**config.mk**
```make
export PLATFORM = sky130hd
export DESIGN_NAME = adc_sequencer
export DESIGN_NICKNAME = d
export VERILOG_FILES = /design/src/rtl/adc_pkg.sv /design/src/rtl/adc_seq_timer.sv /design/src/rtl/adc_sequencer.sv
export SDC_FILE = /design/constraint.sdc
export NUM_CORES = 1
export LEC_CHECK = 0
export ABC_AREA = 1
export BUFFER_PORTS_ARGS = -buffer_cell sky130_fd_sc_hd__buf_2
export CORE_MARGIN = 8
export CORE_UTILIZATION = 50
export CTS_BUF_LIST = sky130_fd_sc_hd__clkbuf_8
export DETAILED_ROUTE_END_ITERATION = 16
export PLACE_DENSITY = 0.74
export SLEW_MARGIN = 20
export SYNTH_ARGS = -nofsm -noshare
export SYNTH_HDL_FRONTEND = slang
export SYNTH_SLANG_ARGS = --single-unit
```
**constraint.sdc**
```tcl
create_clock -name clk_i -period 2.6 [get_ports clk_i]
set_clock_uncertainty 0.2 [all_clocks]
set_input_delay 0.52 -clock clk_i [delete_from_list [all_inputs] [get_ports clk_i]]
set_output_delay 0.52 -clock clk_i [all_outputs]
set_load 0.1 [all_outputs]
```
**src/rtl/adc_pkg.sv**
```systemverilog
// Shared types and helpers for the ADC scan sequencer.
package adc_pkg;

  typedef enum logic [2:0] {
    StIdle,
    StSettle,
    StStart,
    StWait,
    StStore
  } seq_state_e;

  localparam int unsigned ADC_RES_W = 8;

  function automatic int unsigned ch_idx_w(input int unsigned n);
    return (n > 1) ? $clog2(n) : 1;
  endfunction

endpackage

```
**src/rtl/adc_seq_timer.sv**
```systemverilog
// Loadable down-counter; expired_o pulses on the last counted cycle, then the count parks at zero.
module adc_seq_timer #(
  parameter int unsigned WIDTH = 16
) (
  input  logic             clk_i,
  input  logic             rst_i,
  input  logic             load_i,
  input  logic [WIDTH-1:0] load_val_i,
  output logic             expired_o
);

  logic [WIDTH-1:0] r_cnt;

  always_ff @(posedge clk_i or posedge rst_i) begin
    if (rst_i) begin
      r_cnt <= '0;
    end else if (load_i) begin
      r_cnt <= load_val_i;
    end else if (r_cnt != '0) begin
      r_cnt <= r_cnt - 1'b1;
    end
  end

  assign expired_o = (r_cnt == WIDTH'(1));

endmodule

```
**src/rtl/adc_sequencer.sv**
```systemverilog
// Multi-channel scan controller: mux select, settle, ADC start, capture on ready edge, stream out.
module adc_sequencer
  import adc_pkg::*;
#(
  parameter int unsigned RESOLUTION  = ADC_RES_W,
  parameter int unsigned NUM_CH      = 4,
  parameter int unsigned SETTLE_CYC  = 4,
  parameter int unsigned TIMEOUT_CYC = 64,
  parameter int unsigned PERIOD_W    = 16,
  localparam int unsigned CH_W       = ch_idx_w(NUM_CH)
) (
  input  logic                  clk_i,
  input  logic                  rst_i,
  input  logic                  enable_i,
  input  logic                  trigger_i,
  input  logic                  continuous_i,
  input  logic [PERIOD_W-1:0]   period_i,
  input  logic [NUM_CH-1:0]     ch_mask_i,
  input  logic                  clr_i,
  output logic [CH_W-1:0]       mux_sel_o,
  output logic                  adc_start_o,
  input  logic                  adc_rdy_i,
  input  logic [RESOLUTION-1:0] adc_result_i,
  output logic                  res_valid_o,
  output logic [CH_W-1:0]       res_ch_o,
  output logic [RESOLUTION-1:0] res_data_o,
  output logic                  scan_done_o,
  output logic                  busy_o,
  output logic                  overrun_o,
  output logic                  timeout_o
);

  localparam int unsigned TMR_MAX = (SETTLE_CYC > TIMEOUT_CYC) ? SETTLE_CYC : TIMEOUT_CYC;
  localparam int unsigned TMR_W   = $clog2(TMR_MAX + 1);

  seq_state_e r_state, w_state_d;

  logic [CH_W-1:0]       r_ch, w_first_ch, w_next_ch;
  logic [NUM_CH-1:0]     r_pending, w_rem;
  logic [RESOLUTION-1:0] r_data;
  logic                  r_skip, r_rdy_prev, r_ovr, r_tmo;

  logic                  w_busy, w_req, w_start, w_rdy_edge, w_valid;
  logic                  w_tmr_load, w_tmr_exp, w_per_load, w_per_exp;
  logic                  w_capture, w_timeout_set, w_advance, w_done;
  logic [TMR_W-1:0]      w_tmr_val;
  logic [PERIOD_W-1:0]   w_per_val;

  assign w_busy     = (r_state != StIdle);
  assign w_req      = trigger_i || (continuous_i && w_per_exp);
  assign w_start    = !w_busy && w_req && enable_i && (ch_mask_i != '0);
  assign w_rdy_edge = adc_rdy_i && !r_rdy_prev;
  // Remaining channels once the current one is retired.
  assign w_rem      = r_pending & ~(NUM_CH'(1) << r_ch);

  always_comb begin
    w_first_ch = '0;
    w_next_ch  = '0;
    for (int i = NUM_CH - 1; i >= 0; i--) begin
      if (ch_mask_i[i]) w_first_ch = CH_W'(i);
      if (w_rem[i])     w_next_ch  = CH_W'(i);
    end
  end

  // Period 0 would never expire; treat it as 1.
  assign w_per_val  = (period_i == '0) ? PERIOD_W'(1) : period_i;
  assign w_per_load = w_start || (continuous_i && w_per_exp);

  adc_seq_timer #(
    .WIDTH (PERIOD_W)
  ) u_period_tmr (
    .clk_i      (clk_i),
    .rst_i      (rst_i),
    .load_i     (w_per_load),
    .load_val_i (w_per_val),
    .expired_o  (w_per_exp)
  );

  adc_seq_timer #(
    .WIDTH (TMR_W)
  ) u_step_tmr (
    .clk_i      (clk_i),
    .rst_i      (rst_i),
    .load_i     (w_tmr_load),
    .load_val_i (w_tmr_val),
    .expired_o  (w_tmr_exp)
  );

  always_ff @(posedge clk_i or posedge rst_i) begin
    if (rst_i) begin
      r_state <= StIdle;
    end else begin
      r_state <= w_state_d;
    end
  end

  always_comb begin
    w_state_d     = r_state;
    w_tmr_load    = 1'b0;
    w_tmr_val     = '0;
    w_capture     = 1'b0;
    w_timeout_set = 1'b0;
    w_advance     = 1'b0;
    w_done        = 1'b0;
    unique case (r_state)
      StIdle: begin
        if (w_start) begin
          w_state_d  = StSettle;
          w_tmr_load = 1'b1;
          w_tmr_val  = TMR_W'(SETTLE_CYC);
        end
      end
      StSettle: begin
        if (w_tmr_exp) w_state_d = StStart;
      end
      StStart: begin
        w_state_d  = StWait;
        w_tmr_load = 1'b1;
        w_tmr_val  = TMR_W'(TIMEOUT_CYC);
      end
      StWait: begin
        if (w_rdy_edge) begin
          w_capture = 1'b1;
          w_state_d = StStore;
        end else if (w_tmr_exp) begin
          w_timeout_set = 1'b1;
          w_state_d     = StStore;
        end
      end
      StStore: begin
        if (!enable_i) begin
          w_state_d = StIdle;
        end else if (w_rem != '0) begin
          w_state_d  = StSettle;
          w_advance  = 1'b1;
          w_tmr_load = 1'b1;
          w_tmr_val  = TMR_W'(SETTLE_CYC);
        end else begin
          w_done    = 1'b1;
          w_state_d = StIdle;
        end
      end
      default: w_state_d = StIdle;
    endcase
  end

  always_ff @(posedge clk_i or posedge rst_i) begin
    if (rst_i) begin
      r_ch       <= '0;
      r_pending  <= '0;
      r_data     <= '0;
      r_skip     <= 1'b0;
      r_rdy_prev <= 1'b0;
      r_ovr      <= 1'b0;
      r_tmo      <= 1'b0;
    end else begin
      r_rdy_prev <= adc_rdy_i;
      if (w_start) begin
        r_pending <= ch_mask_i;
        r_ch      <= w_first_ch;
      end else if (w_advance) begin
        r_pending <= w_rem;
        r_ch      <= w_next_ch;
      end
      if (w_capture) begin
        r_data <= adc_result_i;
        r_skip <= 1'b0;
      end else if (w_timeout_set) begin
        r_skip <= 1'b1;
      end
      if (w_busy && w_req) r_ovr <= 1'b1;
      else if (clr_i)      r_ovr <= 1'b0;
      if (w_timeout_set)   r_tmo <= 1'b1;
      else if (clr_i)      r_tmo <= 1'b0;
    end
  end

  assign w_valid     = (r_state == StStore) && !r_skip;
  assign busy_o      = w_busy;
  assign adc_start_o = (r_state == StStart);
  assign mux_sel_o   = r_ch;
  assign res_valid_o = w_valid;
  assign res_ch_o    = w_valid ? r_ch : '0;
  assign res_data_o  = w_valid ? r_data : '0;
  assign scan_done_o = w_done;
  assign overrun_o   = r_ovr;
  assign timeout_o   = r_tmo;

endmodule

```
; Word level (Yosys, flattened, before mapping)
; Index checks and enable logic that the tools add are counted.
; W data, S select, Z words.
[word_totals]
ff_bits = 44
input_bits = 35
wordCells = 98
output_inout_bits = 18
[classes]
n_bitwise = 2
shift = 1
n_reduce_logical = 26
addsub = 2
eq_ne = 9
n_mux = 48
[op_table]
columns = op, n
row1 = $mux W16, 3
row2 = $mux W2, 11
row3 = $mux W3, 7
row4 = $pmux W7 S3, 1
row5 = $mux W1, 19
row6 = $eq A16 B1 Y1 const B, 1
row7 = $logic_not A16 Y1, 1
row8 = $reduce_bool A16 Y1, 1
row9 = $sub A16 B1 Y16 const B, 1
row10 = $pmux W3 S5, 1
row11 = $mux W7, 2
row12 = $reduce_bool A2 Y1, 6
row13 = $mux W4, 2
row14 = $mux W8, 1
row15 = $reduce_bool A4 Y1, 2
row16 = $eq A7 B1 Y1 const B, 1
row17 = $logic_and A1 B1 Y1, 7
row18 = $reduce_bool A7 Y1, 1
row19 = $sub A7 B1 Y7 const B, 1
row20 = $eq A3 B2 Y1 const B, 2
row21 = $and A4 B4 Y4, 1
row22 = $not A4 Y4, 1
row23 = $shl A1 B2 Y4 const A, 1
row24 = $eq A3 B1 Y1 const B, 1
row25 = other kinds (10), 13

; Logic depth before layout (Yosys ltp)
[depth]
depth_word = 9
depth_mapped = 12
depth_no_buf = 11

; Modules after synthesis
; A second synthesis with hierarchy kept.
[hier_totals]
hier_cells = 425
area_unflattened_um2 = 2950.3
[modules_own_cells]
columns = module, seq_area_each_um2, area_per_inst_um2, cells_each, instances
row1 = adc_sequencer, 525.5, 1285.0, 190, 1
row2 = adc_seq_timer at u_period_tmr, 400.4, 1163.6, 169, 1
row3 = adc_seq_timer at u_step_tmr, 175.2, 501.7, 66, 1

; Least setup slack after synthesis
; No wires, ideal clock.
[synth_path]
path_kind = reg-to-output
from = register r_state[1]
to = output port res_ch_o[0]
path_stages_with_launch = 6
arrival_ns = 3.890
slack_ns = -2.010
required_ns = 1.880
n_path_buf = 0
cell_sequence = dfrtp_1 > inv_1 > nand3_1 > nor2_1 > clkinv_1 > nor2_1
[synth_via]
elab_chain_cells = 3
[synth_lines]
columns = item, line
row1 = from (decl), adc_sequencer.sv:36  ; seq_state_e r_state, w_state_d;
row2 = from (signal assigned), adc_sequencer.sv:91  ; r_state <= StIdle;
row3 = from (signal assigned), adc_sequencer.sv:93  ; r_state <= w_state_d;
row4 = $eq A3 B3 Y1, adc_sequencer.sv:178  ; assign w_valid = (r_state == StStore) && !r_skip;
row5 = $logic_and A1 B1 Y1, adc_sequencer.sv:178
row6 = net res_valid_o, adc_sequencer.sv:24  ; output logic res_valid_o,
row7 = $mux W2, adc_sequencer.sv:183  ; assign res_ch_o = w_valid ? r_ch : '0;
row8 = to (decl), adc_sequencer.sv:25  ; output logic [CH_W-1:0] res_ch_o,
; The timed path passes the listed nets, and every way through them passes these cells.

; Worst setup path after layout
[layout_path]
from = register r_state[0]
to = output port res_data_o[2]
[layout_via]
elab_chain_cells = 3
[layout_lines]
columns = item, line
row1 = $eq A3 B3 Y1, adc_sequencer.sv:178
row2 = $logic_and A1 B1 Y1, adc_sequencer.sv:178
row3 = $mux W8, adc_sequencer.sv:184  ; assign res_data_o = w_valid ? r_data : '0;
row4 = to (decl), adc_sequencer.sv:26  ; output logic [RESOLUTION-1:0] res_data_o,
; Every way passes these cells.

==> run summary <==
Max-cap violations in this run came to 0. The hold violation total from the final report was 0. At the pin with the least slew margin, the transition time is 0.8658 ns.

At the end of the flow the core is filled with cells to 0.6293. The worst-path cell with the longest stage delay is dfrtp_1. The number of rows created at floorplan is 26. The routability congestion estimate from global placement is around 0.9. The library cell used most frequently in the layout, excluding fill and tap cells, is nand2_1.

The area of the die is a little under 8000 µm². The count of clock tree sinks came out at 44. Data on the critical path arrives at its endpoint at ~1.8 ns.

The maximum VDD drop came out at slightly above 0.7 mV. The number of buffers inserted for hold repair after clock tree synthesis came out at 0. The CTS buffer count is 5. The power per standard cell area came out at 1093 nW/µm². The iteration count of the initial detailed-routing pass came out at 4. The synthesis-to-finish area growth is 22.22%. The count of different cell masters after synthesis is 32. The routed via count is 2424. The cell total after placement came out at approximately 480.

The netlist area before placement is ~2600 µm². The number of antenna violations at the first check in global routing is 0. The fraction of layout instances using a drive strength above 1 came out at 0.2391. The largest fanout on the critical path is 10. Prior to clock tree synthesis, the placed netlist has a worst setup slack of about 0.33 ns. The required time of the critical path came out at roughly 1.9 ns. The detailed-route DRC error count came out at 0. The count of buffers inserted at the top-level ports came out at between 50 and 60. The number of enable flip-flop cells after synthesis is 0. The starting density of the core came out at 0.5149. The relative contribution of sequential cells to total power is 0.363.

The most numerous cell type found on the critical path is nor2_4. The startpoint type of the worst setup path is a flop. The final cell count without fillers is slightly below 500.

The total inserted antenna cells came out at 0. The share of total power consumed by net switching is 0.4751. The Yosys step of the flow raised 0 warnings.

In the layout the commonest cells are nand2_1 (89), nor2_1 (49), dfrtp_1 (42). Entering global routing, the biggest net connects 25 pins. No sink is reached through more buffers than the 2 on the longest clock path. The clock-pin slew reported for the worst setup and hold paths after clock tree synthesis is 0.09 ns. The count of H-tree levels built during CTS came out at 2. The least setup slack across all paths after layout came out at around 0.13 ns. Summed over all layers, the routed wires come to approximately 6.4 mm. The final setup violation count came out at 0. The clock network power share is 0.158. Measured against its own limit, the worst slew margin works out to 0.4192. The cell internal power dissipation is 0.001844 W. The height of the die is approximately 89 µm. The worst setup path is captured at a primary output. The run finished with clean final reports. The count of final max-slew check failures came out at 0.

The number of buffers and inverters on the critical path is 3. The part of the Yosys area used for sequential elements is 0.4186. The first global-routing pass estimated between 10 and 15 mm of wire. The final antenna-violating net count came out at 0. The part of the total power dissipated in combinational logic came out at 0.480. For this run the aggregate overflow at the end of global routing stands at 0. The critical path in this run is classified as flop to primary output. The gate count of the mapped netlist came out at 357. The timing-limited maximum frequency came out at a little over 400 MHz. The share of flip-flops with an asynchronous set or reset after synthesis came out at 1.000. Broken down by cell family, the worst path's largest delay share belongs to buffers and inverters. The share of the clock period used by the worst path after layout is 0.9496. The critical path goes through inv_2 -> nand3_2 -> nor2_4 -> clkinv_4 -> nor2_4 -> buf_4. The CTS tree is built. The later pin in the worst-skew pair is clocked with a latency of slightly above 0.3 ns. The top-level port count is between 50 and 60.

Among all flip-flop cells after synthesis, the most frequent one is dfrtp_1. In this run the worst hold path is classified as primary input to async pin. The number of nets in the final layout is approximately 450. The ratio of routed vias to standard cells is 5.008. The average detailed-routed wire length per instance is roughly 13 µm.

After synthesis the netlist holds a flip-flop and latch count of 44. Setup repair after global routing left no endpoint under its margin. The first-iteration detailed-routing DRC count came out at 81. For this design the static power due to leakage is between 1.5 and 2 nW. The largest single stage delay on the critical path is ~0.46 ns. The clock period minus worst slack came out at about 2.5 ns. From left edge to right edge, the die measures 88.53 µm. After routing, the total negative slack on setup checks comes to 0 ns. The number of nets handed over by synthesis was ~400. The number of global-route vias before repair came out at around 2.4k.

The average footprint of a synthesized cell came out at between 7 and 8 µm². The root buffer cell is clkbuf_8. The net load switching power is roughly 0.0017 W. The post-CTS setup buffer count came out at 0. Across every metal layer, demand over resource in global routing totals 0.1738.

The core region is 5107 µm². The half-perimeter wire length after placement is 4.912 mm.
[routing by layer]
metal  vias to the layer above  track usage  wire length [µm]
met5                         -            0                 0
met4                         0      0.06605               105
met3                        12      0.04271               394
met2                        73       0.2906              2966
met1                      1107       0.2097              2884
li1                       1232            -                 -
[sequential cells by signal, indices dropped and copies added, names as in the netlist]
name,flops
mux_sel_o,2
u_period_tmr.r_cnt,16
r_pending,4
timeout_o,1
r_state,3
overrun_o,1
r_rdy_prev,1
r_data,8
r_skip,1
u_step_tmr.r_cnt,7
[what timing repair did]
action / CTS / global route
gates cloned: 0 / 0
endpoints found under the setup margin: 10 / 1
resized for setup: 10 / 1
[per-stage QoR]
stage / hold WS (ns) / area, µm² / total power (W)
floorplan: 0.2753 / 2746 / 0.002638
global placement: 0.3086 / 3072 / 0.002907
detailed placement: 0.3063 / 3072 / 0.002969
CTS: 0.08704 / 3212 / 0.003537
global route: 0.1152 / 3214 / 0.003785
finish: 0.06916 / 3214 / 0.003513
[power groups by stage]
stage               Clock, W  Combinational (W)  Sequential, W
global route        0.000594            0.00188        0.00132
floorplan                  0            0.00125        0.00138
global placement           0            0.00164        0.00127
detailed placement         0            0.00169        0.00128
CTS                 0.000567            0.00170        0.00127
finish              0.000554            0.00168        0.00127
[cell usage after synthesis, drive strengths merged (2+ instances only)]
library cell	n	area, µm²
a21oi	15	75.07
xor2	8	70.07
dfrtp	44	1101
or2	3	18.77
buf	5	50.04
ha	5	62.56
nor4	2	12.51
nor3	11	66.32
xnor2	8	70.07
inv	45	168.9
o21ai	23	130.1
nand2	92	362.8
nor2	64	260.3
nand3b	2	18.77
nand3	26	135.1
[layout make-up]
| type | count | area [µm²] |
|---|---|---|
| tap | 70 | 87.58 |
| sequential | 44 | 1109 |
| fill | 477 | 1893 |
| clock buffer | 5 | 68.82 |
| clock inverter | 3 | 46.29 |
| inverter | 46 | 177.7 |
| multi-input combinational | 262 | 1410 |
| timing repair buffer | 54 | 315.3 |
[cell families (layout without fill, tap and decap cells)]
| kind of cell | Yosys count | count (layout) | synth area share |
|---|---|---|---|
| AOI/OAI and AO/OA | 40 | 40 | 0.08421 |
| xor gates and xnor gates | 16 | 16 | 0.05328 |
| adders and majority gates | 5 | 5 | 0.02379 |
| buffers and inverters | 51 | 108 | 0.08468 |
| DFF | 44 | 44 | 0.4187 |
| and+or+nand+nor | 201 | 201 | 0.3354 |
[worst register-to-register path, cell delays in order (launching register included)]
cell     delay [ns]
dfrtp_1        0.47
nor3_4         0.26
nand3_2        0.14
o21ai_4        0.37
buf_4          0.25
nand2_1        0.07
o21ai_0        0.08
nor2_1         0.07
[final timing paths]
kind	start	end	slack, ns	depth (start not counted)
max reg2reg	r_state[2]	u_period_tmr.r_cnt[12]	0.59	7
min	rst_i	u_period_tmr.r_cnt[15]	0.07	2
min in group clk_i	adc_rdy_i	r_rdy_prev	0.13	1
min reg2reg	r_pending[0]	r_pending[0]	0.33	2
max in group asynchronous	rst_i	r_state[0]	1.58	3
max	r_state[0]	res_data_o[2]	0.13	6
Note: power is estimated with default switching activity, not from simulation.
